$ cat config.mk
export PLATFORM = sky130hd
export DESIGN_NAME = rom_access_arbiter_flat
export DESIGN_NICKNAME = d
export VERILOG_FILES = /design/src/rtl/rom_access_arbiter_if.sv /design/src/rtl/rom_access_arbiter.sv /design/src/flat_wrapper.sv
export SDC_FILE = /design/constraint.sdc
export NUM_CORES = 1
export LEC_CHECK = 0
export CAP_MARGIN = 20
export CELL_PAD_IN_SITES_DETAIL_PLACEMENT = 0
export CELL_PAD_IN_SITES_GLOBAL_PLACEMENT = 1
export CORE_AREA = 5 5 99 101
export DETAILED_ROUTE_END_ITERATION = 12
export DIE_AREA = 0 0 104 106
export HOLD_SLACK_MARGIN = 0.05
export PLACE_DENSITY = 0.8
export SYNTH_ARGS = -nofsm -noshare
export SYNTH_HDL_FRONTEND = slang
export SYNTH_SLANG_ARGS = --single-unit
$ cat constraint.sdc
create_clock -name clk -period 3.65 [get_ports clk]
set_input_delay 0.73 -clock clk [delete_from_list [all_inputs] [get_ports clk]]
set_output_delay 0.73 -clock clk [all_outputs]
set_load 0.02 [all_outputs]
$ cat src/rtl/rom_access_arbiter_if.sv
// rtl/rom_access_arbiter_if.sv - request/response and ROM bus bundle for the ROM access arbiter
//
// Purpose: groups both requester channels and the ROM-side bus of rom_access_arbiter.
// Signals:
//   req<p>_valid/addr  requester read request (p = 0 fetch, 1 loader/debug)
//   req<p>_ready       request accepted this cycle
//   rsp<p>_valid/data/err  one-cycle response, err = address outside ROM window
//   rom_en/rom_addr    ROM read strobe and word address
//   rom_data           ROM read data, valid the cycle after rom_en
// Modports: slave = arbiter side, master = requester/ROM side.

interface rom_access_arbiter_if #(
  parameter int ADDR_W        = 32,
  parameter int DATA_W        = 32,
  parameter int ROM_ADDR_BITS = 10
);
  logic                     req0_valid;
  logic [ADDR_W-1:0]        req0_addr;
  logic                     req0_ready;
  logic                     rsp0_valid;
  logic [DATA_W-1:0]        rsp0_data;
  logic                     rsp0_err;

  logic                     req1_valid;
  logic [ADDR_W-1:0]        req1_addr;
  logic                     req1_ready;
  logic                     rsp1_valid;
  logic [DATA_W-1:0]        rsp1_data;
  logic                     rsp1_err;

  logic                     rom_en;
  logic [ROM_ADDR_BITS-1:0] rom_addr;
  logic [DATA_W-1:0]        rom_data;

  modport slave (
    input  req0_valid, req0_addr, req1_valid, req1_addr, rom_data,
    output req0_ready, rsp0_valid, rsp0_data, rsp0_err,
    output req1_ready, rsp1_valid, rsp1_data, rsp1_err,
    output rom_en, rom_addr
  );

  modport master (
    output req0_valid, req0_addr, req1_valid, req1_addr, rom_data,
    input  req0_ready, rsp0_valid, rsp0_data, rsp0_err,
    input  req1_ready, rsp1_valid, rsp1_data, rsp1_err,
    input  rom_en, rom_addr
  );
endinterface

$ cat src/rtl/rom_access_arbiter.sv
// rtl/rom_access_arbiter.sv - two-port read arbiter for the synchronous program ROM
//
// Purpose: shares one 1-cycle-latency ROM between instruction fetch (port 0, fixed
// priority) and loader/debug reads (port 1, protected by an anti-starvation counter).
// At most one access is granted per cycle; addresses outside the ROM window get an
// error response without touching the ROM.
// Ports:
//   clk    rising-edge clock
//   rst_n  asynchronous active-low reset
//   bus    rom_access_arbiter_if.slave: both request/response channels and the ROM bus

module rom_access_arbiter #(
  parameter int ADDR_W              = 32,
  parameter int DATA_W              = 32,
  parameter int ROM_ADDR_BITS       = 10,
  parameter int ROM_ADDR_START_BITS = 0,
  parameter int MAX_WAIT            = 4
) (
  input  logic                  clk,
  input  logic                  rst_n,
  rom_access_arbiter_if.slave   bus
);

  localparam int CNT_W = $clog2(MAX_WAIT + 1);
  localparam logic [CNT_W-1:0] MAX_CNT = CNT_W'(MAX_WAIT);

  // Window bounds are held one bit wider than the address so the top bound
  // cannot wrap when the window sits at the end of the address space.
  localparam logic [ADDR_W:0] ONE    = {{ADDR_W{1'b0}}, 1'b1};
  localparam logic [ADDR_W:0] WIN_LO = (ROM_ADDR_START_BITS == 0) ? '0 : (ONE << ROM_ADDR_START_BITS);
  localparam logic [ADDR_W:0] WIN_HI = WIN_LO + (ONE << ROM_ADDR_BITS) - ONE;

  typedef enum logic {PRI0, FORCE1} state_t;

  state_t            state;
  logic [CNT_W-1:0]  wait_cnt;
  logic [CNT_W-1:0]  wait_cnt_next;
  logic              rsp0_q;
  logic              rsp1_q;
  logic              err_q;

  logic              ready0;
  logic              ready1;
  logic              granted;
  logic [ADDR_W-1:0] grant_addr;
  logic [ADDR_W:0]   addr_x;
  logic              in_win;

  // Ready is forced low while reset is asserted so nothing is accepted or
  // presented to the ROM during reset.
  always_comb begin
    ready0 = 1'b0;
    ready1 = 1'b0;
    if (rst_n) begin
      if (state == FORCE1) begin
        ready1 = bus.req1_valid;
        ready0 = bus.req0_valid & ~bus.req1_valid;
      end else begin
        ready0 = bus.req0_valid;
        ready1 = bus.req1_valid & ~bus.req0_valid;
      end
    end
  end

  assign granted    = ready0 | ready1;
  assign grant_addr = ready1 ? bus.req1_addr : bus.req0_addr;
  assign addr_x     = {1'b0, grant_addr};

  generate
    if (ROM_ADDR_START_BITS == 0) begin : g_win_base0
      assign in_win = (addr_x <= WIN_HI);
    end else begin : g_win_offset
      assign in_win = (addr_x >= WIN_LO) && (addr_x <= WIN_HI);
    end
  endgenerate

  assign bus.req0_ready = ready0;
  assign bus.req1_ready = ready1;
  assign bus.rom_en     = granted & in_win;
  assign bus.rom_addr   = (granted & in_win) ? grant_addr[ROM_ADDR_BITS-1:0] : '0;

  // Consecutive refused cycles of port 1; any gap in valid1 or an accept restarts it.
  always_comb begin
    wait_cnt_next = wait_cnt;
    if (!bus.req1_valid || ready1) begin
      wait_cnt_next = '0;
    end else if (wait_cnt != MAX_CNT) begin
      wait_cnt_next = wait_cnt + 1'b1;
    end
  end

  always_ff @(posedge clk or negedge rst_n) begin
    if (!rst_n) begin
      state    <= PRI0;
      wait_cnt <= '0;
      rsp0_q   <= 1'b0;
      rsp1_q   <= 1'b0;
      err_q    <= 1'b0;
    end else begin
      wait_cnt <= wait_cnt_next;
      case (state)
        PRI0: begin
          // The refusal that brings the count to MAX_WAIT still loses to port 0;
          // the forced grant happens on the following cycle.
          if (wait_cnt_next == MAX_CNT) begin
            state <= FORCE1;
          end
        end
        FORCE1: begin
          if (!bus.req1_valid || ready1) begin
            state <= PRI0;
          end
        end
        default: state <= PRI0;
      endcase
      rsp0_q <= ready0;
      rsp1_q <= ready1;
      err_q  <= granted & ~in_win;
    end
  end

  // rom_data arrives one cycle after rom_en, so response data is steered from the
  // ROM output using the registered owner/err flags rather than being registered.
  assign bus.rsp0_valid = rsp0_q;
  assign bus.rsp1_valid = rsp1_q;
  assign bus.rsp0_err   = rsp0_q & err_q;
  assign bus.rsp1_err   = rsp1_q & err_q;
  assign bus.rsp0_data  = (rsp0_q & ~err_q) ? bus.rom_data : '0;
  assign bus.rsp1_data  = (rsp1_q & ~err_q) ? bus.rom_data : '0;

endmodule

$ cat src/flat_wrapper.sv
// flat-port wrapper written by rule: the top's interface ports become plain ports
module rom_access_arbiter_flat 
#(
  parameter int ADDR_W              = 32,
  parameter int DATA_W              = 32,
  parameter int ROM_ADDR_BITS       = 10,
  parameter int ROM_ADDR_START_BITS = 0,
  parameter int MAX_WAIT            = 4
)
  (clk, rst_n, bus_req0_valid, bus_req0_addr, bus_req1_valid, bus_req1_addr, bus_rom_data, bus_req0_ready, bus_rsp0_valid, bus_rsp0_data, bus_rsp0_err, bus_req1_ready, bus_rsp1_valid, bus_rsp1_data, bus_rsp1_err, bus_rom_en, bus_rom_addr);
  rom_access_arbiter_if #(.ADDR_W(ADDR_W), .DATA_W(DATA_W), .ROM_ADDR_BITS(ROM_ADDR_BITS)) bus_i ();
  input  logic clk;
  input  logic rst_n;
  input wire logic [$bits(bus_i.req0_valid)-1:0] bus_req0_valid;
  input wire logic [$bits(bus_i.req0_addr)-1:0] bus_req0_addr;
  input wire logic [$bits(bus_i.req1_valid)-1:0] bus_req1_valid;
  input wire logic [$bits(bus_i.req1_addr)-1:0] bus_req1_addr;
  input wire logic [$bits(bus_i.rom_data)-1:0] bus_rom_data;
  output wire logic [$bits(bus_i.req0_ready)-1:0] bus_req0_ready;
  output wire logic [$bits(bus_i.rsp0_valid)-1:0] bus_rsp0_valid;
  output wire logic [$bits(bus_i.rsp0_data)-1:0] bus_rsp0_data;
  output wire logic [$bits(bus_i.rsp0_err)-1:0] bus_rsp0_err;
  output wire logic [$bits(bus_i.req1_ready)-1:0] bus_req1_ready;
  output wire logic [$bits(bus_i.rsp1_valid)-1:0] bus_rsp1_valid;
  output wire logic [$bits(bus_i.rsp1_data)-1:0] bus_rsp1_data;
  output wire logic [$bits(bus_i.rsp1_err)-1:0] bus_rsp1_err;
  output wire logic [$bits(bus_i.rom_en)-1:0] bus_rom_en;
  output wire logic [$bits(bus_i.rom_addr)-1:0] bus_rom_addr;
  assign bus_i.req0_valid = bus_req0_valid;
  assign bus_i.req0_addr = bus_req0_addr;
  assign bus_i.req1_valid = bus_req1_valid;
  assign bus_i.req1_addr = bus_req1_addr;
  assign bus_i.rom_data = bus_rom_data;
  assign bus_req0_ready = bus_i.req0_ready;
  assign bus_rsp0_valid = bus_i.rsp0_valid;
  assign bus_rsp0_data = bus_i.rsp0_data;
  assign bus_rsp0_err = bus_i.rsp0_err;
  assign bus_req1_ready = bus_i.req1_ready;
  assign bus_rsp1_valid = bus_i.rsp1_valid;
  assign bus_rsp1_data = bus_i.rsp1_data;
  assign bus_rsp1_err = bus_i.rsp1_err;
  assign bus_rom_en = bus_i.rom_en;
  assign bus_rom_addr = bus_i.rom_addr;
  rom_access_arbiter #(.ADDR_W(ADDR_W), .DATA_W(DATA_W), .ROM_ADDR_BITS(ROM_ADDR_BITS), .ROM_ADDR_START_BITS(ROM_ADDR_START_BITS), .MAX_WAIT(MAX_WAIT)) u_core (.clk(clk), .rst_n(rst_n), .bus(bus_i));
endmodule
==> qor.txt <==
First-pass GRT wire length -> 8.72 mm
Area delta synth->final -> 196%
Die area -> 0.0110 mm²
Yosys reg bits -> 7
Syn_nets -> 243
Multi-input logic area -> 803 µm²
HP Class -> reg2reg
Worst path cell trace -> clkdlybuf4s50_1, nor4_1, nand4_1, a2111oi_4, buf_6, a22o_1, dlygate4sd2_1
Root buf cell -> clkbuf_8
Vias in the first global route -> 1,813
Dpl cells -> 428
Post-Syn Area -> 0.00102 mm²
Starting Density -> 11.4%
P per Cell Area -> 142 mW/mm²
Die Width -> 104 µm
Leakage -> 0.00123 µW
Ys Warns -> 0
Maximum VDD drop -> 0.000103 V
First-pass detailed-route iteration total -> 4
Site Rows -> 35
Filler Cells Inserted -> 950
Hold violation count in the final report -> 0
GRT Overall Usage -> 9.50%
Worst-Margin Slew -> 0.598 ns
CP endpoint kind -> output pin
Slowest CP cell -> clkdlybuf4s50_1
Ranking of synthesized cells by area -> and2_1 (41%), dfrtp_1 (17%), a22o_1 (7.7%)
Clock Sinks -> 7
N_diodes -> 0
Post-route ant nets -> 0
Register Area -> 175 µm²
Mapped Avg Cell Area -> 7.22 µm²
Max Fclk -> 302 MHz
Most frequent cells in the layout -> clkdlybuf4s50_1 (169), and2_1 (66), nor4_1 (9), a22o_1 (9)
Crit-path max FO -> 11
Drc violations -> 0
Clock Skews -> 0.00117 ns
Cell taking the most area after synthesis -> and2_1
Area share of the largest cell type after synthesis -> 40.5%
CTS buffer count -> 3
DR iter-0 viols -> 30
Most common cell after layout, fill and taps aside -> clkdlybuf4s50_1
Minimum clock period -> 3.31 ns
Die H -> 106 µm
Total vias in the final route -> 1,691
Hold Path Cell Cnt -> 2
Top cell family by delay on the critical path -> buffers and inverters
Placeable Area -> 0.00893 mm²
Worst EP required -> 2.92 ns
Sequential element share of the synthesized area -> 17.2%
I/O pin count -> 181
Clock buffer depth -> 2
H-Tree Level Count -> 1
RSZ-0062 raised after global routing -> false
R2r setup slk -> 2.06 ns
Crit share post-route -> 90.6%
Placer Congestion -> 0.748
Congestion Overflow GR -> 0
Result of the run -> completed
Non-Filler Instances -> 432
CP arrival -> 2.58 ns
Drt total wl -> 5.67 mm
Average wire per standard cell -> 13.1 µm
Final Max Tran Viols -> 0
Setup Buffers After CTS -> 0
Pin count of the biggest net entering global routing -> 18
Worst reg-to-reg path cell count -> 6
Crit Path Category -> in2out
Finished Core Util -> 33.7%
Critical path buffer and inverter count -> 3
CTS tree -> yes
MaxCap Viol Count -> 0
Finish-stage setup viols -> 0
Startpoint types -> input pin
Clock Pin Slew Worst Setup and Hold Paths -> 0.04 ns
Worst relative slew slack -> 59.9%
Crit path depth -> 7
Drt via density -> 3.91
Largest stage delay, worst path -> 0.42 ns
Count of cell types in the netlist -> 28
Dpl hpwl -> 5.15 mm
Cell count after synthesis -> 141
Fraction of layout cells with a size suffix above 1 -> 4.98%
I/O Buffers -> 180
Nets -> 424
Clock Latency Late Sink -> 0.22 ns
Initial antenna violation count -> 0
## cell usage after synthesis
| master | instances |
|---|---|
| and2_1 | 66 |
| a22o_1 | 9 |
| nor4_1 | 9 |
| nand2_1 | 8 |
| dfrtp_1 | 7 |
| clkbuf_1 | 6 |
| inv_1 | 5 |
| nor2_1 | 5 |
| a21oi_1 | 3 |
| ha_1 | 2 |
| nand2b_1 | 2 |
| nor2b_1 | 2 |
| o21ai_0 | 2 |
| a2111oi_2 | 1 |
| a211oi_1 | 1 |
| a22o_2 | 1 |
| and3_1 | 1 |
| and3_4 | 1 |
| and4_1 | 1 |
| buf_2 | 1 |
| buf_6 | 1 |
| nand4_1 | 1 |
| nor3_1 | 1 |
| nor3_2 | 1 |
| nor3b_1 | 1 |
| or2_2 | 1 |
| or3b_2 | 1 |
| or4_4 | 1 |
## report_power, final
part	internal (µW)	total, µW	switching [µW]
registers	82.1	86.0	3.90
clock network	75.4	108	32.1
logic	151	235	83.3
## metrics by stage
| step | power, µW | hold WS (ns) | instance area (µm²) | setup slack (ns) | TNS, ns |
|---|---|---|---|---|---|
| after floorplan | 153 | 0.434 | 1020 | 1.01 | 0 |
| after global placement | 322 | 0.528 | 2960 | 0.0635 | 0 |
| after detailed placement | 325 | 0.541 | 2960 | -0.0216 | -0.0765 |
| after CTS | 434 | 0.548 | 2990 | 0.00213 | 0 |
| after global routing | 453 | 0.633 | 3010 | 0.164 | 0 |
| final | 428 | 0.596 | 3010 | 0.344 | 0 |
## metal layers
metal / vias up / part of all wire [%] / track usage (%)
met5: - / 0 / 0
met4: 0 / 0.33 / 1.67
met3: 2 / 12 / 4.25
met2: 112 / 54 / 18.9
met1: 737 / 33 / 8.94
li1: 840 / - / -
## cell type report
type                            count  area share (%)
Timing Repair Buffer              184            60.8
Multi-Input combinational cell    121            26.7
Sequential cell                     7            5.81
Tap cell                          111            4.61
Inverter                            5           0.623
Clock buffer                        4            1.49
## what timing repair did
action,4_1_cts,5_1_grt
pin swaps,0,1
endpoints found under the setup margin,8,3
hold buffers,0,0
gates resized for setup,8,5
cloned,0,0
## flip-flops by register name, indices dropped and copies added (netlist names)
name,flops
u_core.err_q,1
u_core.state,1
u_core.wait_cnt,3
u_core.bus.rsp0_valid,1
u_core.bus.rsp1_valid,1
## final timing paths
kind | from | end
max reg2reg | u_core.wait_cnt[0]$_DFF_PN0_ | u_core.state$_DFF_PN0_
min reg2reg | u_core.state$_DFF_PN0_ | u_core.state$_DFF_PN0_
max in group asynchronous | rst_n | u_core.bus.rsp0_valid$_DFF_PN0_
min in group asynchronous | rst_n | u_core.state$_DFF_PN0_
max | bus_req0_addr[11] | bus_rom_addr[6]
min | u_core.state$_DFF_PN0_ | u_core.state$_DFF_PN0_
## logic make-up after synthesis
kind of cell / synth area share, %
AND/OR/NAND/NOR: 61.3
AO/OA/AOI/OAI: 13.4
buffers and inverters: 5.65
flip-flops: 17.2
adder cells (fa/ha/maj): 2.46
## worst min-delay path, cell delays in order, from the launching register on
cell,delay [ns]
dfrtp_1,0.42
inv_1,0.07
a21oi_1,0.06
(Power assumes the default switching activity.)
==> RTL edit: new RTL, same settings <==
`ADDR_W` is set to 32 in 3 places; all go to 16.
--- a/src/rtl/rom_access_arbiter_if.sv
+++ b/src/rtl/rom_access_arbiter_if.sv
@@ -10,7 +10,7 @@
 // Modports: slave = arbiter side, master = requester/ROM side.
 
 interface rom_access_arbiter_if #(
-  parameter int ADDR_W        = 32,
+  parameter int ADDR_W        = 16,
   parameter int DATA_W        = 32,
   parameter int ROM_ADDR_BITS = 10
 );
--- a/src/rtl/rom_access_arbiter.sv
+++ b/src/rtl/rom_access_arbiter.sv
@@ -10,7 +10,7 @@
 //   bus    rom_access_arbiter_if.slave: both request/response channels and the ROM bus
 
 module rom_access_arbiter #(
-  parameter int ADDR_W              = 32,
+  parameter int ADDR_W              = 16,
   parameter int DATA_W              = 32,
   parameter int ROM_ADDR_BITS       = 10,
   parameter int ROM_ADDR_START_BITS = 0,
--- a/src/flat_wrapper.sv
+++ b/src/flat_wrapper.sv
@@ -1,7 +1,7 @@
 // flat-port wrapper written by rule: the top's interface ports become plain ports
 module rom_access_arbiter_flat 
 #(
-  parameter int ADDR_W              = 32,
+  parameter int ADDR_W              = 16,
   parameter int DATA_W              = 32,
   parameter int ROM_ADDR_BITS       = 10,
   parameter int ROM_ADDR_START_BITS = 0,
Interface: changed (resized bus_req0_addr and bus_req1_addr); port bits go from 181 to 149. No check against the original RTL was run, so the function may have changed too.
==> RTL edit against the unedited design <==
Routed wire length fell by 12%. Area after synthesis rose by 11%. Total power shrank 7.5%. Highest routed layer unchanged. Sequential cell count did not move. Final area decreased by 7.1%. Final cell count fell by 6.3%. Worst setup slack worse by 280 ps. Die area unchanged. Count of clock-buffer cells in the layout stayed put. Global-route usage is 0.83 points lower. Critical path type unchanged. Synthesized cell count rose by 3.5%. Clock skew fell by 0.69 ps. Hold slack lost 48 ps.
==> RTL edit: results (changes against the unedited design) <==
Result of the run - complete, no violations
First DRT Iteration DRCs - 36 (+20%)
Share of final-layout standard cells stronger than drive strength 1 - 0.1190 (+0.06920)
Post-route clock skew - 0.4875 ps (-0.6864 ps)
Routed length per placed instance - 12.34 microns (-6.0%)
FFs & Latches - 7 (unchanged)
Core Util, Final - 0.3136 (-0.02381)
Max Clk Rate - 278.8 MHz (-7.8%)
Worst Setup Slack post-DPL - 30.86 ps (+52.50 ps)
Synth cell count leaders - sky130_fd_sc_hd__and2_1, sky130_fd_sc_hd__nand3_1, sky130_fd_sc_hd__a21oi_2, sky130_fd_sc_hd__nand3_2, sky130_fd_sc_hd__dfrtp_1
Parity-gate share of the synthesized area counting xor and xnor cells - 0.007735 (+0.007735)
Top post-synthesis cells by area - sky130_fd_sc_hd__and2_1, sky130_fd_sc_hd__dfrtp_1, sky130_fd_sc_hd__nand3_2, sky130_fd_sc_hd__a21oi_2, sky130_fd_sc_hd__nand3_1
Portion of the post-synthesis area used by sequential elements - 0.1547 (-0.01729)
Total wire length after detailed routing - 4998 microns (-12%)
Crit path arrival time - 2860 ps (+280 ps)
Relative contribution of combinational cells to total power - 0.519 (-0.029)
Hold Worst Slack - 548.2 ps (-47.77 ps)
Instance area after placement - 2744 sq um (-7.2%)
Switching part of the total power - 0.2940 (+0.01548)
Global-route usage over all layers - 0.08665 (-0.008350)
Number of fill cells in the layout - 980 (+3.2%)
Clock buffers - 4 (unchanged)
Global placement routability congestion - 0.7223 (-3.5%)
Count of placed standard cells including taps - 401 (-6.3%)
Fraction of area in multi-input gates - 0.3059 (+0.03944)
Sequential group power - 0.0853 mW (-0.8%)
Pin slew with the least headroom to its limit - 265.1 ps (-333.2 ps)
Worst reg-to-reg setup slack - 2290 ps (+230 ps)
Non-Clock Buffer Area Fraction - 0.5610 (-0.04717)
Total nets after synthesis - 216 (-11%)
Number of distinct library cells after synthesis - 25 (-11%)
Count of endpoints failing setup in the final report - 0 (unchanged)
Maximum number of pins on one net before global-route repair - 33 (+15)
Clock buffers and inverters, area share - 0.01608 (+0.001135)
First-pass GRT wire length - 8004 microns (-8.2%)
Maximum fanout along the worst path - 10 (-1)
Worst-case vdd ir drop - 0.07829 mV (-24%)
Per-cell via count in the routed design - 3.857 (-1.5%)
Sw Pwr - 0.1165 mW (-2.3%)
Number of buffers inserted by port buffering - 148 (-18%)
Crit-path max cell delay - 610 ps (+190 ps)
Power density over the cells - 141.5 nW/um^2 (-0.43%)
Estimated wirelength of the detail-placed design - 4410 microns (-14%)
Beginning of the critical path - bus_req1_addr[15]
Bufs w/o clock - 155 (-16%)
Post-synthesis to final-layout area growth - 147.4%
Static Leak - 1.093 nW (-11%)
Number of non-clock inverters in the layout - 3 (-2)
RTL edit: cell count changes in the layout (fill, tap and decap cells not counted), moves of 8 or more:
| cell | change |
|---|---|
| sky130_fd_sc_hd__nand3_2 | +10 |
| sky130_fd_sc_hd__nand3_1 | +12 |
| sky130_fd_sc_hd__a22o_1 | -9 |
| sky130_fd_sc_hd__clkdlybuf4s50_1 | -26 |
| sky130_fd_sc_hd__nor4_1 | -9 |
| sky130_fd_sc_hd__a21oi_2 | +10 |
| sky130_fd_sc_hd__dlygate4sd2_1 | -8 |
RTL edit: routing by layer:
layer | track usage | vias to the layer above | wire [microns]
met3 | 0.03764 | 2 | 560
met2 | 0.1566 | 106 | 2422
li1 | - | 775 | -
met5 | 0 | - | 0
met1 | 0.09541 | 679 | 1995
met4 | 0.01388 | 0 | 19
RTL edit: kinds of logic after synthesis:
logic type | after synthesis
buffers and inverters | 14
adder cells (fa/ha/maj) | 2
AND/OR/NAND/NOR | 109
XOR/XNOR | 1
AO/OA/AOI/OAI | 13
flip-flops | 7
